===== src/rtl/buffer_feed_sched_pkg.sv =====
// Shared types and sizing helpers for the accelerator address-buffer scheduler.
package buf_sched_pkg;

  typedef enum logic [1:0] {
    LOAD      = 2'd0,
    DRAIN     = 2'd1,
    WAIT_DONE = 2'd2
  } state_t;

  localparam int DEFAULT_DEPTH = 4;
  localparam int LANE_STRIDE   = DEFAULT_DEPTH * 4;

  // Index width that never collapses to zero bits for a single-entry range.
  function automatic int idx_w(input int n);
    return (n > 1) ? $clog2(n) : 1;
  endfunction

endpackage


===== src/rtl/buffer_feed_sched_rr_arb2.sv =====
// Two-requester round-robin arbiter; the pointer favours the master that was not granted last.
module rr_arb2 (
  input  logic clk,
  input  logic rstn,
  input  logic en,
  input  logic req0,
  input  logic req1,
  input  logic accept,
  output logic gnt0,
  output logic gnt1
);

  logic ptr;

  assign gnt0 = en & req0 & (~req1 | ~ptr);
  assign gnt1 = en & req1 & (~req0 | ptr);

  always_ff @(posedge clk) begin
    if (!rstn) begin
      ptr <= 1'b0;
    end else if (accept) begin
      ptr <= gnt0;
    end
  end

endmodule


===== src/rtl/buffer_feed_sched.sv =====
// Fills a LANES x DEPTH address buffer from CPU/DMA writes, drains it in lockstep and starts the accelerator.
// Optional watchdog in WAIT_DONE is enabled by defining BUF_SCHED_TIMEOUT_EN.
module buffer_feed_sched
  import buf_sched_pkg::*;
#(
  parameter int          LANES          = 4,
  parameter int          DEPTH          = 4,
  parameter int          WIDTH          = 32,
  parameter logic [31:0] BASE_ADDR      = 32'h0,
  parameter int          TIMEOUT_CYCLES = 1024
) (
  input  logic             clk,
  input  logic             rstn,
  input  logic             m0_req,
  input  logic [31:0]      m0_addr,
  input  logic [WIDTH-1:0] m0_data,
  output logic             m0_gnt,
  input  logic             m1_req,
  input  logic [31:0]      m1_addr,
  input  logic [WIDTH-1:0] m1_data,
  output logic             m1_gnt,
  output logic             buf_en_w,
  output logic [31:0]      buf_addr,
  output logic [WIDTH-1:0] buf_data,
  output logic             buf_en_r,
  output logic             acc_start,
  input  logic             acc_done,
  output logic             busy,
  output logic             addr_err,
  output logic             tmo_err
);

  localparam int STRIDE = (DEPTH == DEFAULT_DEPTH) ? LANE_STRIDE : DEPTH * 4;
  localparam int LW     = idx_w(LANES);
  localparam int CW     = idx_w(DEPTH + 1);
  localparam int DW     = idx_w(DEPTH);

  state_t            state, state_nxt;
  logic [CW-1:0]     cnt [LANES];
  logic [DW-1:0]     dcnt;
  logic              clr_cnt;
  logic              all_full;
  logic              accept;
  logic [31:0]       sel_addr;
  logic [WIDTH-1:0]  sel_data;
  logic [27:0]       offset;
  logic              in_range;
  logic [LW-1:0]     lane;
  logic              wr_ok;
  logic              vld_p1, err_p1;
  logic [31:0]       addr_p1;
  logic [WIDTH-1:0]  data_p1;

`ifdef BUF_SCHED_TIMEOUT_EN
  localparam int TW = idx_w(TIMEOUT_CYCLES);
  logic [TW-1:0]     wd_cnt;
  logic              tmo_hit;
  logic              tmo_q;
`endif

  rr_arb2 u_arb (
    .clk    (clk),
    .rstn   (rstn),
    .en     (state == LOAD),
    .req0   (m0_req),
    .req1   (m1_req),
    .accept (accept),
    .gnt0   (m0_gnt),
    .gnt1   (m1_gnt)
  );

  // p0: grant, lane decode and room check on the selected request
  assign accept   = (m0_req & m0_gnt) | (m1_req & m1_gnt);
  assign sel_addr = m1_gnt ? m1_addr : m0_addr;
  assign sel_data = m1_gnt ? m1_data : m0_data;
  assign offset   = sel_addr[27:0] - BASE_ADDR[27:0];
  assign in_range = offset < 28'(LANES * STRIDE);
  assign lane     = LW'(offset / 28'(STRIDE));
  assign wr_ok    = accept & in_range & (cnt[lane] < CW'(DEPTH));

  always_comb begin
    all_full = 1'b1;
    for (int i = 0; i < LANES; i++) begin
      if (cnt[i] != CW'(DEPTH)) all_full = 1'b0;
    end
  end

  always_ff @(posedge clk) begin
    if (!rstn || clr_cnt) begin
      for (int i = 0; i < LANES; i++) cnt[i] <= '0;
    end else if (wr_ok) begin
      cnt[lane] <= cnt[lane] + 1'b1;
    end
  end

  // p1: registered buffer write port and drop indication
  always_ff @(posedge clk) begin
    if (!rstn) begin
      vld_p1  <= 1'b0;
      err_p1  <= 1'b0;
      addr_p1 <= '0;
      data_p1 <= '0;
    end else begin
      vld_p1 <= wr_ok;
      err_p1 <= accept & ~wr_ok;
      if (wr_ok) begin
        addr_p1 <= sel_addr;
        data_p1 <= sel_data;
      end
    end
  end

  assign buf_en_w = vld_p1;
  assign buf_addr = addr_p1;
  assign buf_data = data_p1;
  assign addr_err = err_p1;

  always_ff @(posedge clk) begin
    if (!rstn) begin
      state <= LOAD;
    end else begin
      state <= state_nxt;
    end
  end

  always_comb begin
    state_nxt = state;
    clr_cnt   = 1'b0;
`ifdef BUF_SCHED_TIMEOUT_EN
    tmo_hit   = 1'b0;
`endif
    case (state)
      LOAD: begin
        if (all_full) state_nxt = DRAIN;
      end
      DRAIN: begin
        if (dcnt == DW'(DEPTH - 1)) state_nxt = WAIT_DONE;
      end
      WAIT_DONE: begin
        if (acc_done) begin
          state_nxt = LOAD;
          clr_cnt   = 1'b1;
        end
`ifdef BUF_SCHED_TIMEOUT_EN
        else if (wd_cnt == TW'(TIMEOUT_CYCLES - 1)) begin
          state_nxt = LOAD;
          clr_cnt   = 1'b1;
          tmo_hit   = 1'b1;
        end
`endif
      end
      default: state_nxt = LOAD;
    endcase
  end

  always_ff @(posedge clk) begin
    if (!rstn) begin
      dcnt <= '0;
    end else if (state == DRAIN) begin
      dcnt <= dcnt + 1'b1;
    end else begin
      dcnt <= '0;
    end
  end

  assign buf_en_r  = (state == DRAIN);
  assign acc_start = (state == DRAIN) && (dcnt == '0);
  assign busy      = (state != LOAD);

`ifdef BUF_SCHED_TIMEOUT_EN
  always_ff @(posedge clk) begin
    if (!rstn) begin
      wd_cnt <= '0;
      tmo_q  <= 1'b0;
    end else begin
      wd_cnt <= (state == WAIT_DONE) ? wd_cnt + 1'b1 : '0;
      if (tmo_hit) begin
        tmo_q <= 1'b1;
      end else if (acc_start) begin
        tmo_q <= 1'b0;
      end
    end
  end

  assign tmo_err = tmo_q;
`else
  localparam int tmo_cycles_unused = TIMEOUT_CYCLES;
  assign tmo_err = 1'b0;
`endif

endmodule


===== config.mk =====
export PLATFORM = sky130hd
export DESIGN_NAME = buffer_feed_sched
export DESIGN_NICKNAME = d
export VERILOG_FILES = /design/src/rtl/buffer_feed_sched_pkg.sv /design/src/rtl/buffer_feed_sched_rr_arb2.sv /design/src/rtl/buffer_feed_sched.sv
export SDC_FILE = /design/constraint.sdc
export NUM_CORES = 1
export LEC_CHECK = 0
export ABC_AREA = 1
export CAP_MARGIN = 0
export CORE_ASPECT_RATIO = 1.75
export CORE_MARGIN = 2
export CORE_UTILIZATION = 40
export CTS_CLUSTER_SIZE = 25
export DETAILED_ROUTE_END_ITERATION = 10
export PLACE_DENSITY = 0.8
export SLEW_MARGIN = 20
export SYNTH_ARGS = -nofsm -noshare
export SYNTH_HDL_FRONTEND = slang
export SYNTH_SLANG_ARGS = --single-unit

===== constraint.sdc =====
create_clock -name clk -period 3.1 [get_ports clk]
set_clock_uncertainty 0.15 [all_clocks]
set_input_delay 0.775 -clock clk [delete_from_list [all_inputs] [get_ports clk]]
set_output_delay 0.775 -clock clk [all_outputs]
set_load 0.01 [all_outputs]

After elaboration in Yosys (flattened, before gate mapping)
Memories as Yosys holds them, arrays and structs flattened.
Cells that the tools add are included.

word-level totals
  flip-flop bits (word level) = 71
  bits in writable memories = 12
  bits of input ports = 133
  output and inout port bits = 72
  logic and storage cells = 67
  memories kept = 1

memories
  name  depth  bits a word  read ports  clocked after Yosys merged registers in  wr ports  RTL line                 source
  cnt   4      3            5           0                                        4         buffer_feed_sched.sv:39  logic [CW-1:0] cnt [LANES];

operators by class
  add/subtract/negate cells = 2
  $lt $le $gt $ge = 2
  equality and inequality tests = 10
  muxes and demuxes = 20
  bitwise logic cells = 16
  reductions and logical operators = 9

operator list
  cell                                                                     number
  32-bit 2-to-1 mux                                                        2
  28-bit by 7-bit < comparator with 1-bit output, second input constant    1
  1-bit 2-to-1 mux                                                         12
  3-bit inequality test, second input constant                             4
  1-bit AND                                                                9
  2-bit 2-to-1 mux                                                         4
  2-bit one-hot mux with 3 select lines                                    1
  2-bit == test, second input constant                                     2
  2-bit logical NOT                                                        2
  2-bit inequality test, second input constant                             2
  1-bit inverter                                                           4
  3-bit by 1-bit adder with 3-bit output, second input constant            1
  3-bit < comparator, second input constant                                1
  3-bit 2-to-1 mux                                                         1
  1-bit OR                                                                 3
  3-bit AND reduction                                                      1
  3-bit OR reduction                                                       1
  2-bit by 1-bit adder with 2-bit output, second input constant            1
  2-bit by 1-bit == test with 1-bit output, second input constant          1
  2-bit by 1-bit inequality test with 1-bit output, second input constant  1
  2-bit AND reduction                                                      1
  2-bit nonzero test                                                       1
  1-bit logical AND                                                        1
  1-bit logical NOT                                                        1
  1-bit logical OR                                                         1

Logic depth before layout (Yosys ltp)
  word-level depth = 12
  mapped depth = 16
  gate-level depth less buffers = 14

Hierarchy
From an unflattened synthesis, not the netlist that was laid out.

second synthesis, totals
  cell total of the unflattened synthesis = 591
  area, all modules = 3920.0 µm²

by module, submodules not included
  module             instances  cells an instance  area each (µm²)  sequential area each (µm²)
  buffer_feed_sched  1          580                3858.7           1761.7
  rr_arb2            1          11                 61.3             20.0

Worst setup path after synthesis
No wires, ideal clock.

  path kind = input to register
  start = input port m1_req
  end = memory cnt[3][0] (netlist name) (enable)
  library setup time = 0.305 ns
  arrival = 2.362 ns
  required time = 2.645 ns
  path slack = 0.283 ns
  cell stages on the path = 14
  path buffers = 4
  path through = clkbuf_1 -> nand3_4 -> buf_2 -> nand2_1 -> nand2_1 -> nor2_1 -> nand2_1 -> nor2_1 -> nand2_1 -> nor2_2 -> buf_4 -> buf_6 -> nand3_1 -> nand2_1

RTL lines
  item                RTL line                 source
  start: declaration  buffer_feed_sched.sv:18  input logic m1_req,
  end: declaration    buffer_feed_sched.sv:39

Worst setup path after layout
  start = input port m0_req
  end = output port m1_gnt

on the way
  word-level cells in the longest chain between the ends = 3

ends and longest elaborated chain
  item                RTL line                         source
  start: declaration  buffer_feed_sched.sv:14          input logic m0_req,
  1-bit inverter      buffer_feed_sched_rr_arb2.sv:16  assign gnt1 = en & req1 & (~req0 | ptr);
  1-bit OR            buffer_feed_sched_rr_arb2.sv:16
  1-bit AND           buffer_feed_sched_rr_arb2.sv:16
  end: declaration    buffer_feed_sched.sv:21          output logic m1_gnt,

No other way between the ends.

==> results.ini <==
[critical_path]
cp-start-kind=input pin
worstSetupEndpointType=output port
critPathRequiredTime_ps=2170
path_class=in -> out
arrival_ps=1960
slowest_delay_ps=420
crit_path_top_delay_cell=clkdlybuf4s50_1
path_cells=clkdlybuf4s50_1, nand2_1, nand3_4, inv_2, dlygate4sd2_1
critPathMaxFanout=11

[routing]
top_layer=met4
routed-wl-met2_mm=7.00
via_count=4523
wl_met3_um=916
drcViolationCount=0
routed_wl_mm=12.8
firstDrtPassIters=5
ant_nets=0
routedLengthMet1_mm=4.52
drt_iter0_markers=179
vias_per_cell=4.84
wire_per_inst_um=13.7

[global_routing]
grt_pass1_wl_mm=19.6
grt_pass1_vias=4378
grt_overflow=0
antenna_found_initial=0
grt_usage=0.230
grt_max_degree=88

[timing]
post-route-period-util=0.931
slew_headroom=0.453
max_freq_ghz=0.346
finalSetupViolCount=0
finalCriticalPeriod_ps=2890
hold_violations=0
rsz0062_at_grt=false
tightest_slew_ps=821
drv_slew=0

[synth]
yosysUniqueCellTypes=33
avgSynthCellArea_um2=6.76
synthCells=598
synth-seq-cells=83
synth_area_mm2=0.00405
yosysSeqAreaShare=0.440
yosysTopAreaCellShare=0.351
yosysTopAreaCell=dfxtp_1
ys_warn_count=0
ys.flop_type=dfxtp_1
synthTopCellsByArea=dfxtp_1, nand2_1, nand3_1, edfxtp_1, nor2_1
synth_edf_count=12
synthArstFlopShare=0
synth_nets=734

[run_status]
status=finished, final reports clean

[power]
p_per_area_mw_per_mm2=394
leakage_nw=3.02
ir_drop_v=0.000304

[cts]
ctsLongestPathBuffers=2
cts_tree=built
post-cts-setup-buffer-count=0
cts.sinks=83
cts_inserted_buffers=9
cts-root-buf=clkbuf_16
ctsHoldBuffers=0
clkLatencyLatePin_ps=330
cts_max_level=3
clkSlewWorstSetupHoldPaths_ps=60

[floorplanning]
std_cell_rows=48
dieHeight_um=137
die_w_um=80.0
io_pins=205
die-area_mm2=0.0110
core_mm2=0.00985
initial_core_util=0.411

[layout]
layout_commonest_cell=nand2_1
drive_above_1_share=0.0729
multi_input_area_mm2=0.00189
final_cell_mix=nand2_1, clkdlybuf4s50_1, nand3_1
n_antenna_cell=0
final_core_util=0.675
stdcell_area_mm2=0.00665
fill_cells=798
areaGrowthSynthToFinish_pct=64.3
final-seq-area_mm2=0.00178
nets=940
instances_no_fill=934

[placement]
hpwlAfterDp_mm=9.91
placed_cell_area_mm2=0.00633
placed_cells=918
io_buffers=203
globalplace.congestion=0.933

[worst_hold_path]
hold_path.class=reg -> reg

[flow_run]
max_cap_violations=0

through the flow:
stage | TNS (ps) | setup slack, ps | hold slack (ps) | power [mW]
global route | 0 | 89.0 | 286 | 2.72
finish | 0 | 213 | 274 | 2.62
detailed placement | -1670 | -96.4 | 268 | 1.55
floorplan | 0 | 283 | 267 | 1.31
CTS | 0 | 11.3 | 277 | 2.63
global placement | -58.8 | -58.8 | 264 | 1.54
state kept, by name (all words and copies together), names as in the netlist:
| register | cells |
|---|---|
| buf_addr | 32 |
| buf_data | 32 |
| cnt | 12 |
| dcnt | 2 |
| state | 2 |
| addr_err | 1 |
| buf_en_w | 1 |
| u_arb.ptr | 1 |
area by class of cell:
type                    instances  area share
repair buffers                233       0.348
multi-input cells             427       0.285
flip-flops and latches         83       0.268
clock buffers                  10      0.0360
inverters                      50      0.0282
well taps                     125      0.0235
clock inverters                 6      0.0109
logic make-up after synthesis:
kind of cell | after synthesis | share of synthesized area
AND/OR/NAND/NOR | 410 | 0.435
buffers and inverters | 88 | 0.0928
flip-flops | 83 | 0.440
AO/OA/AOI/OAI | 13 | 0.0217
adder cells (fa/ha/maj) | 3 | 0.00928
other | 1 | 0.000927
cell usage after synthesis, drive strengths merged, types with 3 or more instances:
library cell,n
a21oi,3
buf,25
clkbuf,13
dfxtp,71
edfxtp,12
ha,3
inv,49
nand2,237
nand3,94
nand4,18
nor2,55
nor4,3
o21ai,7
where the power goes:
part           total (mW)  switching [mW]  internal [mW]
sequential           1.10         0.00407           1.10
combinational       0.429           0.196          0.233
clock                1.09           0.432          0.654
total                2.62           0.633           1.98
metal layers:
layer  track usage  vias to the layer above
li1              -                     2300
met5             0                        -
met2         0.450                      176
met3        0.0541                       25
met1         0.219                     2022
met4        0.0998                        0
final timing paths:
path                                    from           end  slack (ps)  depth (start not counted)
worst max-delay path                  m0_req        m1_gnt         210                          5
worst min-delay path            buf_addr[20]  buf_addr[20]         270                          2
worst max register to register      state[1]     cnt[3][1]         660                         11
worst min register to register  buf_addr[20]  buf_addr[20]         270                          2
what timing repair did:
action | in CTS | in global routing
gates cloned | 0 | 0
gates resized for setup | 1 | 1
setup endpoints to repair | 1 | 1
critical path, delay by kind of cell:
kind	cells	cell delay, ps
AND/OR/NAND/NOR	2	220
buffers and inverters	3	960
Note: power is estimated with default switching activity, not from simulation.
